## src/rtl/pc_sequencer.sv

```systemverilog
// pc_sequencer: fetch-stage program counter.
// Chooses the next fetch address from exception, buffered pending redirect,
// branch, jump or sequential increment. A redirect that arrives while the
// stage is stalled is parked in a one-entry buffer and applied on the first
// unstalled edge. Flush, PendingValid and AlignErr are registered; only
// PCPlus is combinational (from the PC register).
module pc_sequencer #(
    parameter int                 WIDTH        = 32,
    parameter int                 INCR         = 4,
    parameter logic [WIDTH-1:0]   RESET_VECTOR = WIDTH'(32'h0000_0000),
    parameter logic [WIDTH-1:0]   EXC_VECTOR   = WIDTH'(32'h0000_0180)
) (
    input  logic             Clk,
    input  logic             Reset,
    input  logic             Stall,
    input  logic             ExcReq,
    input  logic             BranchTaken,
    input  logic [WIDTH-1:0] BranchTarget,
    input  logic             JumpReq,
    input  logic [WIDTH-1:0] JumpTarget,
    output logic [WIDTH-1:0] PCResult,
    output logic [WIDTH-1:0] PCPlus,
    output logic             Flush,
    output logic             PendingValid,
    output logic             AlignErr
);

    // Redirect kinds, encoded so that a larger value means a higher priority.
    typedef enum logic [1:0] {
        KIND_NONE   = 2'd0,
        KIND_JUMP   = 2'd1,
        KIND_BRANCH = 2'd2,
        KIND_EXC    = 2'd3
    } kind_e;

    // Low address bits that must be zero for an aligned target (INCR is a power of two).
    localparam logic [WIDTH-1:0] ALIGN_LSB  = WIDTH'(INCR - 1);
    localparam logic [WIDTH-1:0] ALIGN_MASK = ~ALIGN_LSB;
    localparam logic [WIDTH-1:0] INCR_W     = WIDTH'(INCR);

    logic [WIDTH-1:0] pc_q, pc_d;
    logic             flush_q, flush_d;
    logic             pending_valid_q, pending_valid_d;
    kind_e            pending_kind_q, pending_kind_d;
    logic [WIDTH-1:0] pending_target_q, pending_target_d;
    logic             align_err_q, align_err_d;

    kind_e            new_kind;
    logic [WIDTH-1:0] new_target;
    logic             new_misaligned;

    // Pick the highest-priority request arriving this cycle and align its target.
    always_comb begin
        // NOTE: every signal gets a default first so no path leaves it unassigned,
        // which would otherwise infer a latch.
        new_kind       = KIND_NONE;
        new_target     = '0;
        new_misaligned = 1'b0;
        if (ExcReq) begin
            new_kind   = KIND_EXC;
            new_target = EXC_VECTOR;
        end else if (BranchTaken) begin
            new_kind       = KIND_BRANCH;
            new_target     = BranchTarget & ALIGN_MASK;
            new_misaligned = |(BranchTarget & ALIGN_LSB);
        end else if (JumpReq) begin
            new_kind       = KIND_JUMP;
            new_target     = JumpTarget & ALIGN_MASK;
            new_misaligned = |(JumpTarget & ALIGN_LSB);
        end
    end

    // Next-state selection for the PC, the pending buffer and the status flags.
    always_comb begin
        pc_d             = pc_q;
        flush_d          = 1'b0;
        pending_valid_d  = pending_valid_q;
        pending_kind_d   = pending_kind_q;
        pending_target_d = pending_target_q;
        align_err_d      = align_err_q;

        if (!Stall) begin
            // The buffered redirect belongs to an older instruction, so only an
            // exception may pre-empt it.
            if (ExcReq) begin
                pc_d    = EXC_VECTOR;
                flush_d = 1'b1;
            end else if (pending_valid_q) begin
                pc_d    = pending_target_q;
                flush_d = 1'b1;
            end else if (new_kind != KIND_NONE) begin
                pc_d        = new_target;
                flush_d     = 1'b1;
                align_err_d = align_err_q | new_misaligned;
            end else begin
                pc_d = pc_q + INCR_W;
            end
            pending_valid_d = 1'b0;
            pending_kind_d  = KIND_NONE;
        end else if (new_kind != KIND_NONE) begin
            // Overwrite the buffer only with a strictly more important request.
            if (!pending_valid_q || (new_kind > pending_kind_q)) begin
                pending_kind_d   = new_kind;
                pending_target_d = new_target;
                align_err_d      = align_err_q | new_misaligned;
            end
            pending_valid_d = 1'b1;
        end
    end

    // State registers with asynchronous active-high reset.
    always_ff @(posedge Clk or posedge Reset) begin
        if (Reset) begin
            pc_q             <= RESET_VECTOR;
            flush_q          <= 1'b0;
            pending_valid_q  <= 1'b0;
            pending_kind_q   <= KIND_NONE;
            pending_target_q <= '0;
            align_err_q      <= 1'b0;
        end else begin
            // NOTE: non-blocking assignments make every register sample the
            // pre-edge values, independent of statement order.
            pc_q             <= pc_d;
            flush_q          <= flush_d;
            pending_valid_q  <= pending_valid_d;
            pending_kind_q   <= pending_kind_d;
            pending_target_q <= pending_target_d;
            align_err_q      <= align_err_d;
        end
    end

    assign PCResult     = pc_q;
    assign PCPlus       = pc_q + INCR_W;
    assign Flush        = flush_q;
    assign PendingValid = pending_valid_q;
    assign AlignErr     = align_err_q;

endmodule
```

## config.mk

```make
export PLATFORM = sky130hd
export DESIGN_NAME = pc_sequencer
export DESIGN_NICKNAME = d
export VERILOG_FILES = /design/src/rtl/pc_sequencer.sv
export SDC_FILE = /design/constraint.sdc
export NUM_CORES = 1
export LEC_CHECK = 0
export CORE_ASPECT_RATIO = 1.4
export CORE_MARGIN = 10
export CORE_UTILIZATION = 25
export CTS_BUF_LIST = sky130_fd_sc_hd__clkbuf_4 sky130_fd_sc_hd__clkbuf_8 sky130_fd_sc_hd__clkbuf_16
export DETAILED_ROUTE_END_ITERATION = 7
export PLACE_DENSITY = 0.55
export RECOVER_POWER = 50
export SLEW_MARGIN = 25
export SYNTH_ARGS = -nofsm -noshare
export SYNTH_HDL_FRONTEND = slang
export SYNTH_SLANG_ARGS = --single-unit
export TNS_END_PERCENT = 50
```

## constraint.sdc

```tcl
create_clock -name Clk -period 2.1 [get_ports Clk]
set_clock_uncertainty 0.05 [all_clocks]
set_input_delay 0.21 -clock Clk [delete_from_list [all_inputs] [get_ports Clk]]
set_output_delay 0.21 -clock Clk [all_outputs]
set_load 0.005 [all_outputs]
```

== Word level (Yosys, flattened, before mapping) ==
Index checks and enable logic that the tools add are counted.
W data, S select, Z words.

* Output and inout bits: 67
* Logic and storage cells: 48
* Bits of input ports: 70
* Register bits after elaboration: 69

* Reductions and logical operators: 8
* Muxes and demuxes: 27
* Add/sub/neg operators: 1
* Eq/ne operators: 4
* $lt $le $gt $ge: 1
* Bitwise gates (word level): 1

{| class="wikitable"
|+ Operators with widths
! kind !! number
|-
| $mux W32 || 6
|-
| $add A32 B3 Y32 const B || 1
|-
| $mux W1 || 16
|-
| $mux W2 || 5
|-
| $ne A2 B1 Y1 const B || 2
|-
| $ne A2 B2 Y1 const B || 2
|-
| $reduce_and A4 Y1 || 1
|-
| $reduce_or A2 Y1 || 2
|-
| $reduce_and A3 Y1 || 1
|-
| $gt A2 B2 Y1 || 1
|-
| $reduce_and A2 Y1 || 1
|-
| $reduce_bool A2 Y1 || 1
|-
| $logic_not A1 Y1 || 1
|-
| $logic_or A1 B1 Y1 || 1
|-
| $or A1 B1 Y1 || 1
|}

== Longest topological paths before layout ==
* Word-level depth: 9
* Mapped depth: 12
* Mapped depth without buffers: 8

== Worst setup path before layout ==
OpenSTA, ideal clock, no wires.

* Path kind: input to register
* Start: in BranchTaken
* End: reg pending_target_q[26]
* Cell stages on the path: 12
* Setup slack: -0.087 ns
* Setup time: 0.117 ns
* Buffers on the path: 4
* Arrival time: 2.020 ns
* Required time: 1.933 ns
* Cell sequence: buf_6 > inv_1 > clkbuf_1 > nand2_1 > ha_1 > nor2b_1 > o21ai_0 > a211o_1 > buf_2 > buf_2 > nand2_1 > nand2_1

* Cells in the longest elaborated chain, start to end: 5
* Elaborated cells between the ends (all ways): 8

{| class="wikitable"
|+ Ends and longest elaborated chain
! element !! line !! RTL
|-
| start: declaration || 17 || <nowiki>input logic BranchTaken,</nowiki>
|-
| $mux W2 || 62 || <nowiki>end else if (BranchTaken) begin</nowiki>
|-
| $mux W2 || 59 || <nowiki>if (ExcReq) begin</nowiki>
|-
| $gt A2 B2 Y1 || 102 || <nowiki>if (!pending_valid_q || (new_kind > pending_kind_q)) begin</nowiki>
|-
| $logic_or A1 B1 Y1 || 102 ||
|-
| $reduce_and A3 Y1 (no source line) || -- ||
|-
| end signal: assignment || 127 || <nowiki>pending_target_q <= pending_target_d;</nowiki>
|-
| end: declaration || 45 || <nowiki>logic [WIDTH-1:0] pending_target_q, pending_target_d;</nowiki>
|}

Parallel ways exist; a longest one is shown, timed or not.
A chain may end at the register's enable or synchronous reset.

== Final worst setup path ==
* Start: reg pc_q[2] (netlist: PCResult[2])
* End: out PCPlus[30]

* Cells in the longest elaborated chain, start to end: 1

{| class="wikitable"
|+ Ends and longest elaborated chain
! element !! line !! RTL
|-
| start: declaration || 41 || <nowiki>logic [WIDTH-1:0] pc_q, pc_d;</nowiki>
|-
| start signal: assignment || 123 || <nowiki>pc_q <= pc_d;</nowiki>
|-
| $add A32 B3 Y32 || 133 || <nowiki>assign PCPlus = pc_q + INCR_W;</nowiki>
|-
| end: declaration || 22 || <nowiki>output logic [WIDTH-1:0] PCPlus,</nowiki>
|}

No other way between the ends.

==> summary.txt <==
Placement
  • Post-DP HPWL: 14,400 um
  • GPL Wtd Cong: 0.905
  • DP Cell Count: 921
  • I/O Buffers: 132
  • Worst slack at placement: -0.329 ns

Floorplan
  • Initial core utilization: 25.4%
  • Rows: 56
  • Boundary Pins: 137
  • CORE AREA: 0.0167 mm^2
  • Area of the die: 0.0226 mm^2
  • Die Span Y: 174 um
  • Die X-Extent: 130 um

STA
  • Max Slew Vio Count: 0
  • Worst relative slew slack: 40.9%
  • Period utilisation layout: 111%
  • RSZ-0062 raised after global routing: true
  • Worst-Margin Slew: 0.886 ns
  • Hold slack: 0.296 ns
  • Final setup margin: -0.235 ns
  • Final Hold Vio Count: 0
  • Total negative slack: -2.84 ns
  • Min Tclk post-route: 2.33 ns
  • Final setup violation count: 28
  • Upper clock frequency limit: 0.428 GHz

Detailed routing
  • ANT nets after route: 0
  • DR iter-0 viols: 294
  • Met1 Wirelength: 6940 um
  • WL per Instance: 19.4 um
  • Residual DRC: 0
  • Pre-antenna DRT Iters: 6
  • Metal3 WL: 995 um
  • Post-Route WL: 18,600 um
  • Met2 routed WL: 10,000 um
  • Drt via density: 5.18
  • Routed via count: 4,972
  • Top sig layer: met4

Setup path
  • R2R cell count: 14
  • Reg-to-reg slack, setup: -0.20 ns
  • Critical path startpoint category: flip-flop
  • Capturing point of the worst reg2reg path: PCResult[10]
  • Worst EP required: 1.84 ns
  • RR Startpoint: PCResult[2]
  • Crit Path Class: reg2out
  • Worst setup EP type: output pin
  • CP Max Fanout: 3
  • Worst EP arrival: 2.07 ns

Power
  • Reg power frac: 34.8%
  • Total chip power: 4.36 mW
  • VDD IR max: 0.425 mV
  • PD cells: 609 mW/mm^2
  • Net Sw Frac: 29.6%
  • Internal power: 3.07 mW
  • P_sw: 1.29 mW
  • Logic pwr share: 30.0%
  • P_leak: 3.28 nW
  • Clock power share: 35.2%

Global routing
  • Vias in the first global route: 5,201
  • Initial antenna violation count: 0
  • First-pass GRT wire length: 28,500 um
  • Largest net degree at the start of global routing: 43
  • GRT Residual Overflow: 0
  • Total track usage: 16.0%

Synthesis
  • Number of enable flip-flop cells after synthesis: 0
  • Compound-Gate Fraction of Synth Area: 25.6%
  • Largest family of logic cells by synthesized area: compound AO/OA/AOI/OAI gates
  • Synth warnings: 0
  • Sequential-to-total area share from yosys stat: 38.5%
  • Mapped Area: 0.00423 mm^2
  • Syn Area/Cell: 8.21 um^2
  • Cells after synthesis: 515
  • XOR/XNOR share of the synthesized area: 5.80%
  • Async set-reset flop share out of synthesis: 100%
  • Synth cell types: 59
  • Synth Area in Adders: 0.887%
  • Register bit total from synthesis: 65
  • Simple-gate portion of the synthesized area: 23.1%
  • Top_reg_cell synth: dfrtp_1
  • Multiplexer share of the synthesized area: 0.237%

Final layout
  • Area delta synth->final: 69.4%
  • Fill count: 1,679
  • Layout Cells excl Fill: 959
  • N_diodes: 0
  • Layout cells sized above 1: 29.5%
  • Fin nets: 825

Clock network
  • Root Driver: clkbuf_16
  • Max clock buf depth: 2
  • Num CTS Buffers: 9
  • Hold_buf cts: 0
  • H-tree depth: 3
  • Clk Latency, worst-skew pair: 0.33 ns
  • Clock Sinks: 65
  • Clock Pin Slew Worst Setup and Hold Paths: 0.05 ns
  • CTS tree: yes

Min path
  • Hold Path Sink: pending_kind_q[1]
  • Hold path start: ExcReq
  • Hold depth: 5
  • Type of the worst min-delay path: in2reg

Outcome
  • Failing checks: negative setup slack
  • Status: finished, violations left

Job
  • Max-cap violations: 0
-- cell type report --
| class | count | area, um^2 | share of cell area [%] |
|---|---|---|---|
| clock buffer | 12 | 260 | 3.63 |
| clock inverter | 3 | 40.0 | 0.559 |
| inverter | 13 | 48.8 | 0.681 |
| multi-input combinational | 397 | 2610 | 36.4 |
| sequential | 65 | 1630 | 22.7 |
| tap | 203 | 254 | 3.54 |
| timing repair buffer | 266 | 2330 | 32.5 |
-- state kept, by name (all words and copies together), names as in the netlist --
name and flops:
pending_kind_q 2, PCResult 30, AlignErr 1, PendingValid 1, Flush 1, pending_target_q 30
-- cells in the mapped netlist (9+ instances only) --
master     n  share of area (%)
nand2_1   78                6.9
dfrtp_1   65                 38
nor2_1    55                4.9
o21ai_0   36                4.3
clkbuf_1  23                2.0
a21oi_1   20                2.4
a22oi_1   20                3.5
nand3_1   19                2.2
xnor2_1   19                3.9
inv_1     13                1.2
a221oi_1  12                2.5
buf_2     12                1.4
nand4_1   12                1.8
o22ai_1   11                1.6
a211oi_1  10                1.8
and3_1     9                1.3
xor2_1     9                1.9
-- placed cells by master (no fill, tap or decap), types with 12 or more instances in the layout --
cell type	instances
dfrtp_1	65
nand4_1	12
inv_1	13
buf_2	18
clkdlybuf4s50_1	92
nand2_1	77
a21oi_1	20
buf_4	117
o21ai_0	34
nor2_1	51
a22oi_1	20
nand3_1	15
dlygate4sd3_1	12
-- power groups by stage --
| stage | registers [mW] | clock network (mW) | logic (mW) |
|---|---|---|---|
| 3_3_place_gp | 1.53 | 0 | 1.27 |
| 3_5_place_dp | 1.54 | 0 | 1.29 |
| 2_1_floorplan | 1.54 | 0 | 0.503 |
| 6_report | 1.52 | 1.54 | 1.31 |
| 4_1_cts | 1.52 | 1.57 | 1.31 |
| 5_1_grt | 1.53 | 1.61 | 1.42 |
-- through the flow --
stage | instance area [um^2] | util (%)
3_5_place_dp | 6540 | 39.2
5_1_grt | 7170 | 43.0
4_1_cts | 7020 | 42.1
2_1_floorplan | 4250 | -
6_report | 7170 | 43.0
3_3_place_gp | 6540 | 39.2
-- what timing repair did --
action	in CTS	in global routing
setup endpoints to repair	27	44
buffers inserted	15	8
gates resized for setup	104	38
pin swaps	18	18
-- layer usage --
layer | track usage, % | up-vias
li1 | - | 2354
met4 | 6.81 | 0
met5 | 0 | -
met2 | 29.0 | 181
met3 | 2.83 | 33
met1 | 17.6 | 2404
-- worst max-delay path by stage --
stage / start / endpoint / slack, ns
floorplan: BranchTaken / pending_target_q[26] / 0.01
global placement: PCResult[2] / PCPlus[24] / -0.27
detailed placement: BranchTaken / pending_target_q[19] / -0.33
CTS: PCResult[2] / PCPlus[30] / -0.21
global route: PCResult[2] / PCPlus[24] / -0.30
finish: PCResult[2] / PCPlus[30] / -0.23
-- cells by family (layout without fill, tap and decap cells) --
family / after synthesis / after routing
simple gates: 206 / 206
compound gates: 155 / 155
flops: 65 / 65
buf+inv: 56 / 294
xor+xnor: 28 / 28
fa+ha+maj: 3 / 3
other cells: 1 / 4
mux: 1 / 1
-- critical path, stage by stage, from the launching register on --
cell	delay (ns)
dfrtp_1	0.36
ha_2	0.18
nand4_1	0.12
buf_4	0.18
buf_6	0.11
nor4_4	0.12
buf_4	0.16
nand4_1	0.13
xnor2_2	0.21
buf_2	0.15
Note: power is estimated with default switching activity, not from simulation.
